--- src/rtl/grey_incr_sched.sv ---
// grey_incr_sched: arbitrates requesters and a periodic tick onto one shared 6-bit Gray counter,
// granting one increment at a time followed by GAP cool-down cycles.
module grey_incr_sched #(
   parameter int NREQ = 4,
   parameter int GAP  = 2
) (
   input  logic            clk,
   input  logic            rst,
   input  logic [NREQ-1:0] req,
   input  logic            div_en,
   input  logic [3:0]      div_val,
   output logic [NREQ-1:0] ack,
   output logic            incr,
   output logic [2:0]      grant_id,
   output logic [5:0]      grey,
   output logic            busy,
   output logic            overrun
);
   typedef enum logic [1:0] {IDLE, GRANT, COOL} state_t;
   state_t state, nxt;
   logic [1:0] last_ptr, rr_idx, cand;
   logic [2:0] cool_cnt;
   logic [3:0] div_cnt;
   logic       tick_pend, tick_gen, tick_clr, grant;
   logic [5:0] bin_nxt, grey_nxt;

   function automatic logic [5:0] g2b(input logic [5:0] g);
      logic [5:0] b;
      b[5] = g[5];
      for (int i = 4; i >= 0; i--) b[i] = b[i + 1] ^ g[i];
      return b;
   endfunction

   assign bin_nxt  = g2b(grey) + 6'd1;
   assign grey_nxt = bin_nxt ^ (bin_nxt >> 1);
   assign grant    = (state == IDLE) && (tick_pend || (|req));
   assign tick_gen = div_en && (div_cnt == div_val);
   assign tick_clr = grant && tick_pend;

   // Later writes win, so the candidate just after last_ptr ends up with top priority.
   always_comb begin
      rr_idx = 2'd0;
      cand = 2'd0;
      for (int k = NREQ; k >= 1; k--) begin
         cand = last_ptr + 2'(k);
         if (req[cand]) rr_idx = cand;
      end
   end

   always_comb begin
      nxt = (state == IDLE) ? (grant ? GRANT : IDLE) :
            (state == GRANT) ? ((GAP == 0) ? IDLE : COOL) :
            (cool_cnt == 3'd0) ? IDLE : COOL;
   end

   always_ff @(posedge clk or negedge rst) begin
      if (!rst) begin
         state     <= IDLE;
         last_ptr  <= 2'd3;
         cool_cnt  <= 3'd0;
         div_cnt   <= 4'd0;
         tick_pend <= 1'b0;
         ack       <= '0;
         incr      <= 1'b0;
         grant_id  <= 3'd0;
         grey      <= 6'd0;
         busy      <= 1'b0;
         overrun   <= 1'b0;
      end else begin
         state     <= nxt;
         incr      <= grant;
         ack       <= (grant && !tick_pend) ? ({{(NREQ-1){1'b0}}, 1'b1} << rr_idx) : '0;
         busy      <= (nxt != IDLE);
         cool_cnt  <= (state == GRANT) ? 3'(GAP - 1) : cool_cnt - 3'd1;
         div_cnt   <= (!div_en || tick_gen) ? 4'd0 : div_cnt + 4'd1;
         tick_pend <= tick_gen || (tick_pend && !tick_clr);
         overrun   <= overrun || (tick_gen && tick_pend && !tick_clr);
         if (grant) begin
            grant_id <= tick_pend ? 3'd4 : {1'b0, rr_idx};
            grey     <= grey_nxt;
            if (!tick_pend) last_ptr <= rr_idx;
         end
      end
   end
endmodule

--- config.mk ---
export PLATFORM = sky130hd
export DESIGN_NAME = grey_incr_sched
export DESIGN_NICKNAME = d
export VERILOG_FILES = /design/src/rtl/grey_incr_sched.sv
export SDC_FILE = /design/constraint.sdc
export NUM_CORES = 1
export LEC_CHECK = 0
export ABC_AREA = 0
export BUFFER_PORTS_ARGS = -buffer_cell sky130_fd_sc_hd__buf_2
export CAP_MARGIN = 20
export CORE_MARGIN = 2
export CORE_UTILIZATION = 46
export DETAILED_ROUTE_END_ITERATION = 8
export GPL_TIMING_DRIVEN = 1
export PLACE_DENSITY = 0.71
export SLEW_MARGIN = 0
export SYNTH_ARGS = -nofsm -noshare
export SYNTH_HDL_FRONTEND = slang
export SYNTH_SLANG_ARGS = --single-unit
--- constraint.sdc ---
create_clock -name clk -period 2.5 [get_ports clk]
set_clock_uncertainty 0.05 [all_clocks]
set_input_delay 0.25 -clock clk [delete_from_list [all_inputs] [get_ports clk]]
set_output_delay 0.25 -clock clk [all_outputs]
set_load 0.02 [all_outputs]
# After elaboration in Yosys (flattened, before gate mapping)
# Index checks and enable logic that the tools add are counted.
[classes] add_sub_neg=6 order_cmp=4 eq_ne=2 shift=1 muxes=20 bitwise_logic=7 reduce_logical=19
[ops] op="$mux 2" n=7
[ops] op="$lt 2x3->1 const B" n=4
[ops] op="$bmux 1 s2" n=4
[ops] op="$mux 4" n=2
[ops] op="$logic_and 1x1->1" n=7
[ops] op="$add 6x1->6 const B" n=1
[ops] op="$mux 3" n=2
[ops] op="$xor 6x5->6" n=1
[ops] op="$mux 1" n=5
[ops] op="$xor 1x1->1" n=5
[ops] op="$add 2x2->2 const B" n=2
[ops] op="$add 4x1->4 const B" n=1
[ops] op="$eq 4x4->1" n=1
[ops] op="$logic_or 1x1->1" n=4
[ops] op="$reduce_or 4->1" n=1
[ops] op="$shl 1x2->4 const A" n=1
[ops] op="$logic_not 1->1" n=3
[ops] op="$logic_not 3->1" n=1
[ops] op="$sub 3x1->3 const B" n=1
[ops] op="$add 2x1->2 const B" n=1
[ops] op="$eq 2x1->1 const B" n=1
[ops] op="$logic_not 2->1" n=1
[ops] op="$reduce_and 2->1" n=1
[ops] op="$reduce_bool 2->1" n=1
[ops] op="$not 1->1" n=1
[word_totals] ff_bits=28 input_bits=11

# Longest topological paths before layout
[logic_depth] ltp_word=8 ltp_mapped=12

# Worst setup path before layout
# OpenSTA, ideal clock, no wires.
[synth_path] path_type="flip-flop to flip-flop" start="reg grey[5]" end="reg grey[4]" setup_ns=0.127 arrival_time_ns=2.493 t_required_ns=2.323 slack_ns=-0.170 stages_incl_launch_ff=13 n_path_buf=0 path_cell_list="dfrtp_1 > xor2_1 > ha_1 > inv_1 > ha_1 > inv_1 > ha_1 > inv_1 > ha_1 > nand3b_1 > xnor2_1 > xnor2_1 > o21ai_0"
[synth_via] elab_chain_len=7
[synth_rtl] item="start, declared" line_no="15" source="output logic [5:0] grey,"
[synth_rtl] item="start signal, assigned" line_no="80" source="grey <= grey_nxt;"
[synth_rtl] item="$xor 1x1->1 (5 in a row)" line_no="30" source="for (int i = 4; i >= 0; i--) b[i] = b[i + 1] ^ g[i];"
[synth_rtl] item="$add 6x1->6 (*)" line_no="34" source="assign bin_nxt = g2b(grey) + 6'd1;"
[synth_rtl] item="$xor 6x5->6 (*)" line_no="35" source="assign grey_nxt = bin_nxt ^ (bin_nxt >> 1);"
# Mark *: on every way between the ends. The rest lies on a longest branch, timed or not.
# A chain may end at the register's enable or synchronous reset.

# Worst setup path after layout
[layout_path] start="reg grey[4]" end="reg grey[4]"
[layout_via] elab_chain_len=7
[layout_rtl] item="$xor 1x1->1 (*)" line_no="30"
[layout_rtl] item="$xor 1x1->1 (4 in a row)" line_no="30"
[layout_rtl] item="$add 6x1->6 (*)" line_no="34"
[layout_rtl] item="$xor 6x5->6 (*)" line_no="35"
# Marked as above.

==> flow_metrics.tcl <==
set metrics [dict create \
    dr.pass1.iters 4 \
    cts_root_buf "clkbuf_4" \
    grt_usage_pct 15.92 \
    top_level_ports 27 \
    antenna-diode-count 0 \
    yosys.cell_types.count 34 \
    dpl_worst_slack_ns -0.1017 \
    detailroute.via_count 946 \
    seq_area_frac_synth_pct 51.47 \
    relSlewSlack_pct 61.19 \
    timing.critical_path.fanout_max 2 \
    number_of_flops_mapped_to_enable_cells_by_yosys 0 \
    endpoint_kind "flip-flop" \
    final.setup.tns_ns -0.09405 \
    drv.max_cap_violation_count 0 \
    design_area_sq_um 1628 \
    violations "negative setup slack" \
    post_dp_cell_area_sq_um 1564 \
    syn_avg_cell_area_sq_um 10.71 \
    finalWorstSetupSlack_ns -0.03592 \
    die_w_um 57.52 \
    synthesis.yosys.warnings 0 \
    cts-htree-levels 1 \
    clk_path_buf_depth 2 \
    unrepaired_setup_endpoints_after_global_routing "true" \
    yosys-top-cells-count "dfrtp_1, xnor2_1, inv_1, nand2_1, o21ai_0" \
    synth_nets 141 \
    tritoncts.num_buffers 3 \
    hold_viol_final 0 \
    initial_antenna_violation_count 0 \
    final_setup_fails 3 \
    netlist_top_cells_area "dfrtp_1, xnor2_1, ha_1" \
    hold_class "primary input to flip-flop" \
    postSynth.asyncResetShare_pct 100.0 \
    drc 0 \
    cellLeakagePower_nw 0.8068 \
    largest_net_degree_at_the_start_of_global_routing 28 \
    synthesis.area_sq_um 1318 \
    clkSinkCount 27 \
    detailroute.wirelength.met2_um 1217 \
    postRouteWirelength_um 2305 \
    final_antenna_net_count 0 \
    detailed_place_hpwl_um 1782 \
    finalMaxSlewViolations 0 \
    overflow 0 \
    dieArea_sq_um 3308 \
    dr.first_iter.drc_count 17 \
    vdd_ir_drop_max_mv 1.675 \
    synthCells 123 \
    yosys_register_bits 27 \
    power_mw 2.677 \
    tritoncts "done" \
    post-synth-top-area-fraction_pct 47.48 \
    worst_setup_hold_path_clk_slew_ns 0.14 \
    worstSetupStartpointType "flip-flop" \
    row_count 19 \
    met3_wirelength_um 63 \
    total_of_buffers_placed_on_input_and_output_ports 26 \
    cp_data_required_time_ns 2.64 \
    ys.flop_type "dfrtp_1" \
    critical_path_arrival_ns 2.68 \
    die_y_um 57.52 \
    detail_route.vias_per_cell 4.979 \
    start_util_pct 48.19 \
    yosysMostFrequentCell "dfrtp_1" \
    worst-slew-pin-transition_ns 0.5822 \
    worstSkewPairLatency_ns 0.31 \
    uppermost_layer_routed "met4" \
    fin_crit_sh_pct 101.4 \
    nNetsFinal 178 \
    layout-area-overhead-vs-synth_pct 23.55 \
    synth_largest_area_cell "dfrtp_1" \
    gpl.final_weighted_congestion 0.7389 \
    floorplan.core_area_sq_um 2734 \
    run_status "complete, but fails checks" \
    wire_per_inst_um 12.13 \
    grt_first_pass_wirelength_um 4077 \
    power.density_nw_per_um2 1644 \
    first_global_vias 915 \
    wl_met1_um 1005 \
    post_route_cells_drive_above_1_share_pct 34.59 \
    achievable-frequency_ghz 0.3943 \
    utilization_pct 59.54 \
    worstSetupPathType "flip-flop to flip-flop" \
    period_minus_slack_ns 2.536 \
]
power by group:
| part | internal (mW) | switching, mW | leakage, nW | total [mW] |
|---|---|---|---|---|
| Sequential | 0.617 | 0.117 | 0.337 | 0.734 |
| Clock | 0.0622 | 0.117 | 0.0150 | 0.179 |
| Combinational | 0.903 | 0.860 | 0.455 | 1.76 |
| Total | 1.58 | 1.09 | 0.807 | 2.68 |
per-stage QoR:
stage | hold slack, ns | std cells
floorplan | -0.09559 | 123
global placement | 0.2292 | 184
detailed placement | 0.2395 | 184
CTS | 0.1305 | 190
global route | 0.1260 | 190
finish | 0.1381 | 190
metal layers:
| layer | vias to the layer above | track usage, % |
|---|---|---|
| met5 | - | 0 |
| met4 | 0 | 4.983 |
| met3 | 2 | 2.041 |
| met2 | 14 | 27.76 |
| met1 | 450 | 20.53 |
| li1 | 480 | - |
registers in the layout (all words and copies together), names as in the netlist, 2 cells and up, named ones only:
signal    count
grant_id      3
grey          5
last_ptr      2
state         2
cool_cnt      3
div_cnt       4
ack           4
worst max-delay path, cell delays in order (launching register included):
cell and delay (ns):
dfrtp_2 0.45, xor2_2 0.18, ha_1 0.31, inv_2 0.05, ha_4 0.27, inv_4 0.04, ha_4 0.26, inv_4 0.03
ha_4 0.20, nand3b_1 0.22, xnor2_2 0.17, xnor2_1 0.13, o21ai_1 0.07
worst paths after layout:
check	start	endpoint	slack, ns	cells past startpoint
setup / recovery	grey[4]	grey[4]	-0.04	12
hold / removal	div_en	div_cnt[1]	0.14	2
setup reg to reg	grey[4]	grey[4]	-0.04	12
hold reg to reg	cool_cnt[0]	cool_cnt[0]	0.40	1
max in group asynchronous	rst	grey[4]	1.58	2
min in group asynchronous	rst	div_cnt[3]	0.40	2
cell usage in the layout (no fill, tap or decap), drive strengths merged, types with 3 or more instances in the layout:
cell type	netlist	final
buf	1	32
o21ai	11	11
clkbuf	0	4
nor2	8	8
inv	13	13
nor3b	3	3
nor2b	3	3
ha	7	7
dfrtp	25	25
xnor2	13	13
nand2	11	11
xor2	3	3
cell type report:
class                           instances  area (sq um)
Sequential cell                        27         680.7
Inverter                               13         53.80
Fill cell                             228          1106
Clock buffer                            4         26.28
Tap cell                               31         38.79
Timing Repair Buffer                   33         185.2
Multi-Input combinational cell         82         643.1
cells by family (layout without fill, tap and decap cells):
logic type               Yosys count  in the layout  synth area share, %
adder cells (fa/ha/maj)            7              7                6.647
AO/OA/AOI/OAI                     19             19                9.403
flip-flops                        27             27                51.47
multiplexers                       3              3                2.754
AND/OR/NAND/NOR                   37             37                14.82
buffers and inverters             14             50                4.273
XOR/XNOR                          16             16                10.64
timing repair:
item                                   CTS  global route
hold buffers                             1             0
buffers inserted                         1             0
setup endpoints to repair                3             4
endpoints found under the hold margin   25             0
pin swaps                               11             0
gates resized for setup                  2             2
Power figures use the tool's default switching activity.
